## src/rtl/octal_sub_seq.sv

```systemverilog
// Bit-serial sequencer driving one external full-subtractor cell, LSB first,
// with the borrow chained through a register and a start/busy/done handshake.
module octal_sub_seq #(
   parameter int unsigned DIGITS = 4
) (
   input  logic                  i_clk,
   input  logic                  i_rst,
   input  logic                  i_start,
   input  logic [3*DIGITS-1:0]   i_a,
   input  logic [3*DIGITS-1:0]   i_b,
   output logic                  o_fs_a,
   output logic                  o_fs_b,
   output logic                  o_fs_cin,
   input  logic                  i_fs_diff,
   input  logic                  i_fs_borrow,
   output logic                  o_busy,
   output logic                  o_done,
   output logic [3*DIGITS-1:0]   o_diff,
   output logic                  o_borrow_out
);

   localparam int unsigned W  = 3 * DIGITS;
   localparam int unsigned CW = $clog2(W + 1);

   typedef enum logic [1:0] {S_IDLE, S_SHIFT, S_DONE} state_t;

   state_t          r_state, w_state_nxt;
   logic [W-1:0]    r_a_sh, r_b_sh, r_sh, r_diff;
   logic [W-1:0]    w_a_nxt, w_b_nxt, w_sh_nxt, w_diff_nxt;
   logic            r_brw, w_brw_nxt;
   logic            r_borrow, w_borrow_nxt;
   logic [CW-1:0]   r_cnt, w_cnt_nxt;
   logic            w_accept;
   logic            r_busy, r_done, r_fs_a, r_fs_b, r_fs_cin;

   // Next-state and datapath update
   always_comb begin
      w_state_nxt  = r_state;
      w_a_nxt      = r_a_sh;
      w_b_nxt      = r_b_sh;
      w_sh_nxt     = r_sh;
      w_brw_nxt    = r_brw;
      w_cnt_nxt    = r_cnt;
      w_diff_nxt   = r_diff;
      w_borrow_nxt = r_borrow;
      w_accept     = 1'b0;

      case (r_state)
         S_IDLE: begin
            w_accept = i_start;
         end
         S_SHIFT: begin
            w_sh_nxt  = W'({i_fs_diff, r_sh} >> 1);
            w_brw_nxt = i_fs_borrow;
            w_a_nxt   = r_a_sh >> 1;
            w_b_nxt   = r_b_sh >> 1;
            w_cnt_nxt = r_cnt + CW'(1);
            if (r_cnt == CW'(W - 1)) begin
               w_diff_nxt   = w_sh_nxt;
               w_borrow_nxt = i_fs_borrow;
               w_state_nxt  = S_DONE;
            end
         end
         S_DONE: begin
            w_accept    = i_start;
            w_state_nxt = S_IDLE;
         end
         default: w_state_nxt = S_IDLE;
      endcase

      // Acceptance is identical from IDLE and DONE so starts can run back to back
      if (w_accept) begin
         w_a_nxt     = i_a;
         w_b_nxt     = i_b;
         w_brw_nxt   = 1'b0;
         w_cnt_nxt   = '0;
         w_state_nxt = S_SHIFT;
      end
   end

   // State, datapath and registered outputs (outputs follow the next state)
   always_ff @(posedge i_clk) begin
      if (i_rst) begin
         r_state  <= S_IDLE;
         r_a_sh   <= '0;
         r_b_sh   <= '0;
         r_sh     <= '0;
         r_brw    <= 1'b0;
         r_cnt    <= '0;
         r_diff   <= '0;
         r_borrow <= 1'b0;
         r_busy   <= 1'b0;
         r_done   <= 1'b0;
         r_fs_a   <= 1'b0;
         r_fs_b   <= 1'b0;
         r_fs_cin <= 1'b0;
      end else begin
         r_state  <= w_state_nxt;
         r_a_sh   <= w_a_nxt;
         r_b_sh   <= w_b_nxt;
         r_sh     <= w_sh_nxt;
         r_brw    <= w_brw_nxt;
         r_cnt    <= w_cnt_nxt;
         r_diff   <= w_diff_nxt;
         r_borrow <= w_borrow_nxt;
         r_busy   <= (w_state_nxt == S_SHIFT);
         r_done   <= (w_state_nxt == S_DONE);
         r_fs_a   <= (w_state_nxt == S_SHIFT) & w_a_nxt[0];
         r_fs_b   <= (w_state_nxt == S_SHIFT) & w_b_nxt[0];
         r_fs_cin <= (w_state_nxt == S_SHIFT) & w_brw_nxt;
      end
   end

   assign o_fs_a       = r_fs_a;
   assign o_fs_b       = r_fs_b;
   assign o_fs_cin     = r_fs_cin;
   assign o_busy       = r_busy;
   assign o_done       = r_done;
   assign o_diff       = r_diff;
   assign o_borrow_out = r_borrow;

endmodule

```

## config.mk

```make
export PLATFORM = sky130hd
export DESIGN_NAME = octal_sub_seq
export DESIGN_NICKNAME = d
export VERILOG_FILES = /design/src/rtl/octal_sub_seq.sv
export SDC_FILE = /design/constraint.sdc
export NUM_CORES = 1
export LEC_CHECK = 0
export ABC_AREA = 1
export BUFFER_PORTS_ARGS = -buffer_cell sky130_fd_sc_hd__buf_2
export CAP_MARGIN = 25
export CORE_UTILIZATION = 50
export DETAILED_ROUTE_END_ITERATION = 12
export GPL_TIMING_DRIVEN = 1
export PLACE_DENSITY = 0.74
export SLEW_MARGIN = 20
export SYNTH_ARGS = -nofsm -noshare
export SYNTH_HDL_FRONTEND = slang
export SYNTH_SLANG_ARGS = --single-unit
```

## constraint.sdc

```tcl
create_clock -name i_clk -period 1.5 [get_ports i_clk]
set_input_delay 0.075 -clock i_clk [delete_from_list [all_inputs] [get_ports i_clk]]
set_output_delay 0.075 -clock i_clk [all_outputs]
set_load 0.1 [all_outputs]
```

# Word-level counts from Yosys, hierarchy flattened
# Index checks and enable logic that the tools add are counted.
# word_totals
register_bits,61
input_bits,29
out_inout_bits,18
elab_cells,39
# classes
add_sub_neg,1
eq_ne,5
muxes,10
bitwise_logic,3
reduce_logical,5
# ops
cell,count
$mux W12,4
$add A4 B1 Y4 const B,1
$eq A2 B1 Y1 const B,2
$eq A2 B2 Y1 const B,2
$eq A4 B4 Y1 const B,1
$mux W2,2
$pmux W2 S2,1
$reduce_or A2 Y1,2
$and A1 B1 Y1,3
$mux W1,3
$logic_not A2 Y1,1
$reduce_and A2 Y1,1
$reduce_bool A2 Y1,1

# Depth between registers and ports, before layout
# depth
ltp_word,6
mapped_depth,7
ltp_nobuf,6

# Worst setup path before layout
# No wires, ideal clock.
# synth_timing
kind,register -> register
start,reg o_diff[10] (netlist name)
end,"reg r_diff[10], in the netlist o_diff[10]"
setup_ps,64
t_arrival_ps,1258
t_required_ps,1436
setup_slack_ps,178
stages_incl_launch_ff,4
path_buffers,0
synth_period_minus_slack_ps,1322
cell_sequence,dfxtp_1 -> o21bai_1 -> nand2_1 -> nor2_1
# synth_lines
item,line_no,rtl
"end signal, assigned",104,r_diff <= w_diff_nxt;
"end, declared",28,"logic [W-1:0] r_a_sh, r_b_sh, r_sh, r_diff;"

# Worst setup path after layout
# layout_timing
start,reg r_cnt[0]
end,"reg r_diff[2], in the netlist o_diff[2]"
# layout_between
elab_chain_cells,2
# layout_rtl
item,line_no,rtl
"start, declared",32,"logic [CW-1:0] r_cnt, w_cnt_nxt;"
"start signal, assigned",103,r_cnt <= w_cnt_nxt;
$eq A4 B4 Y1,58,if (r_cnt == CW'(W - 1)) begin
$reduce_and A2 Y1 (no line),-,
# Every way passes these cells.
# A chain may end at the register's enable or synchronous reset.

==> flow_summary.yaml <==
power:
  share_comb_of_total_power_pct: 12.6
  powerDensity_mw_per_mm2: 1110
  swShare_pct: 27.5
  p_sw_mw: 0.932
  power.share.sequential_pct: 50.8
  irDropWorstVdd_mv: 0.668
  clockPowerShare_pct: 36.6
  power.internal_mw: 2.46
  leakagePower_nw: 1.46
synthesis:
  synth_common_cells: "nand3_1, dfxtp_1, nand2_1"
  ys_ff_latch: 60
  synthCells: 352
  ys_types: 17
  ys.warnings.count: 0
  netlist.top_cell.by_area: "dfxtp_1"
  synth-edff-count: 0
  synth_top_flop_cell: "dfxtp_1"
  synth_area_mm2: 0.00253
  synth.area.top_cells: "dfxtp_1, nand3_1, nand2_1"
  synth_nets: 382
  ys_seq_area_share_pct: 47.4
  yosysMostFrequentCell: "nand3_1"
  yosysTopAreaCellShare_pct: 47.4
  synth_area_per_cell_um2: 7.20
  synthArstFlopShare_pct: 0
drt:
  drtIter0Drc: 144
  drt-pass1-iter-count: 4
  route.vias.total: 2394
  wl_met1_mm: 2.70
  avgViaCountPerCell: 5.04
  ant_nets: 0
  drc: 0
  routed.top_layer: "met4"
  wl_met3_um: 270
  wl_met2_mm: 2.70
  routed_wl_mm: 5.78
  avgRoutedWirePerCell_um: 12.2
finish:
  final_cells: 475
  drive_above_1_share_pct: 19.9
  fin_nets: 433
  area_growth_syn_to_layout_pct: 20.6
  final_area_mm2: 0.00306
  seqCellArea_mm2: 0.00120
  fillers: 477
  multi_input_area_mm2: 0.00108
  n_antenna_cell: 0
clock_network:
  clockBufferDepth: 2
  cts_tree: "built"
  clk_latency_ns: 0.33
  clk_pin_slew_ns: 0.06
  h-tree-depth: 3
  root_buffer: "clkbuf_8"
  cts.sinks: 60
  post_cts_buffers: 0
  cts_inserted_buffers: 9
die:
  row_count: 25
  core_mm2: 0.00479
  pin_count: 47
  die_h_um: 73.2
  initial_core_util_pct: 52.9
  die_w_um: 73.2
  die-area_mm2: 0.00536
sta:
  skew_ns: 0.00554
  rsz0062_at_grt: "no"
  drv_slew: 0
  min_period_ns: 1.30
  setup_violations: 0
  fin_crit_sh_pct: 86.6
  tns_ns: 0
  worst_pin_slew_ns: 0.493
  hold_viol: 0
  fmax_mhz: 770
  slew_headroom_pct: 67.4
global_route:
  grt_max_degree: 22
  grt_remaining_overflow: 0
  grt_first_pass_wirelength_mm: 9.72
  grt.total_usage_pct: 23.8
  grt_pass1_vias: 2198
  antenna_found_initial: 0
place:
  routabilityCongestion: 0.817
  dpl.hpwl_mm: 3.84
  placed_area_mm2: 0.00285
  portBuffers: 46
  dp_cells: 456
worst_setup_path:
  r2r_cells: 6
  worstPathArrival_ns: 1.52
  startpoint: "r_cnt[0]$_SDFFE_PP0P_"
  start_kind: "flip-flop"
  end_kind: "flip-flop"
  r2r-start: "r_cnt[0]$_SDFFE_PP0P_"
  setup.worst_path.class: "flip-flop to flip-flop"
  path_cells: "ha_1, inv_1, nor2_2, nand3_4, nor2_1, nor2_1"
  cp_slowest_cell: "dfxtp_1"
  cp_max_fo: 14
  rr_endpoint: "o_diff[2]$_SDFFE_PP0P_"
  required_ns: 1.72
  cp_common_cell: "nor2_1"
  rrSetupSlack_ns: 0.20
  cp_slowest_stage_delay_ns: 0.37
  endpoint: "o_diff[2]$_SDFFE_PP0P_"
status:
  status: "complete, no violations"
hold_path:
  hold_class: "input pin to flip-flop"
job:
  max-cap-violations: 0
per-layer routing:
metal / vias to the layer above / global-route usage, %
li1: 1233 / -
met1: 1092 / 30.9
met2: 58 / 37.7
met3: 11 / 6.22
met4: 0 / 9.59
met5: - / 0
state kept, by name, indices dropped and copies added (netlist names), 2 cells and up:
register,cells
o_diff,12
r_a_sh,12
r_b_sh,12
r_sh,11
r_cnt,4
r_state,2
how the worst min path moves through the flow:
stage	from	to	slack [ns]	cells past startpoint
after floorplan	i_fs_borrow	o_borrow_out$_SDFFE_PP0P_	0.21	2
after global placement	i_fs_diff	o_diff[11]$_SDFFE_PP0P_	0.31	3
after detailed placement	i_fs_borrow	o_borrow_out$_SDFFE_PP0P_	0.33	3
after CTS	i_a[11]	r_a_sh[11]$_SDFFE_PP0P_	0.003	3
after global routing	i_a[11]	r_a_sh[11]$_SDFFE_PP0P_	0.03	3
final	i_a[11]	r_a_sh[11]$_SDFFE_PP0P_	0.01	3
critical path, delay by kind of cell, from the launching register on:
| family | cells | cell delay, ns |
|---|---|---|
| adders and majority gates | 1 | 0.18 |
| buffers and inverters | 1 | 0.06 |
| and+or+nand+nor | 4 | 0.57 |
| DFF | 1 | 0.37 |
cell type report:
class / count / share of cell area, %
Timing Repair Buffer: 64 / 12.2
Sequential cell: 60 / 39.3
Tap cell: 67 / 2.74
Multi-Input combinational cell: 227 / 35.2
Clock inverter: 5 / 0.901
Inverter: 41 / 5.03
Clock buffer: 11 / 4.63
repair_timing:
| item | 4_1_cts | 5_1_grt |
|---|---|---|
| endpoints found under the setup margin | 0 | 12 |
| hold endpoints to repair | 3 | 0 |
| hold buffers | 3 | 0 |
| gates resized for setup | 0 | 2 |
metrics by stage:
stage | setup slack (ns) | util, % | hold slack [ns] | power (mW)
CTS | 0.0135 | 63.7 | 0.00323 | 3.41
global route | 0.0524 | 63.9 | 0.0327 | 3.55
finish | 0.201 | 63.9 | 0.0107 | 3.39
global placement | 0.102 | 59.5 | 0.313 | 2.17
detailed placement | 0.0409 | 59.5 | 0.326 | 2.17
floorplan | 0.178 | - | 0.213 | 2.05
cells by family (layout without fill, tap and decap cells):
kind of cell / count (synthesis) / after routing / share of synthesized area, %
and+or+nand+nor: 172 / 172 / 29.4
buffers and inverters: 65 / 121 / 10.5
DFF: 60 / 60 / 47.4
AOI/OAI and AO/OA: 54 / 54 / 12.1
adders and majority gates: 1 / 1 / 0.494
placed cells by master, fill, tap and decap left out:
| cell | n |
|---|---|
| a21oi_1 | 31 |
| nand3_4 | 1 |
| clkbuf_1 | 1 |
| nor2_2 | 1 |
| dlygate4sd3_1 | 3 |
| clkinv_2 | 4 |
| nor2_4 | 1 |
| nand2_1 | 56 |
| buf_2 | 46 |
| nor2_1 | 44 |
| clkinvlp_4 | 1 |
| inv_2 | 2 |
| ha_1 | 1 |
| o21bai_1 | 10 |
| a211oi_1 | 5 |
| o21ai_0 | 8 |
| clkbuf_8 | 10 |
| dfxtp_1 | 60 |
| nand3_1 | 69 |
| inv_1 | 39 |
| buf_4 | 15 |
power groups by stage:
stage / logic (mW) / registers (mW) / clock network [mW]
final: 0.426 / 1.72 / 1.24
after global routing: 0.477 / 1.73 / 1.34
after CTS: 0.425 / 1.72 / 1.27
after detailed placement: 0.418 / 1.75 / 0
after global placement: 0.413 / 1.75 / 0
after floorplan: 0.258 / 1.79 / 0
(Power assumes the default switching activity.)
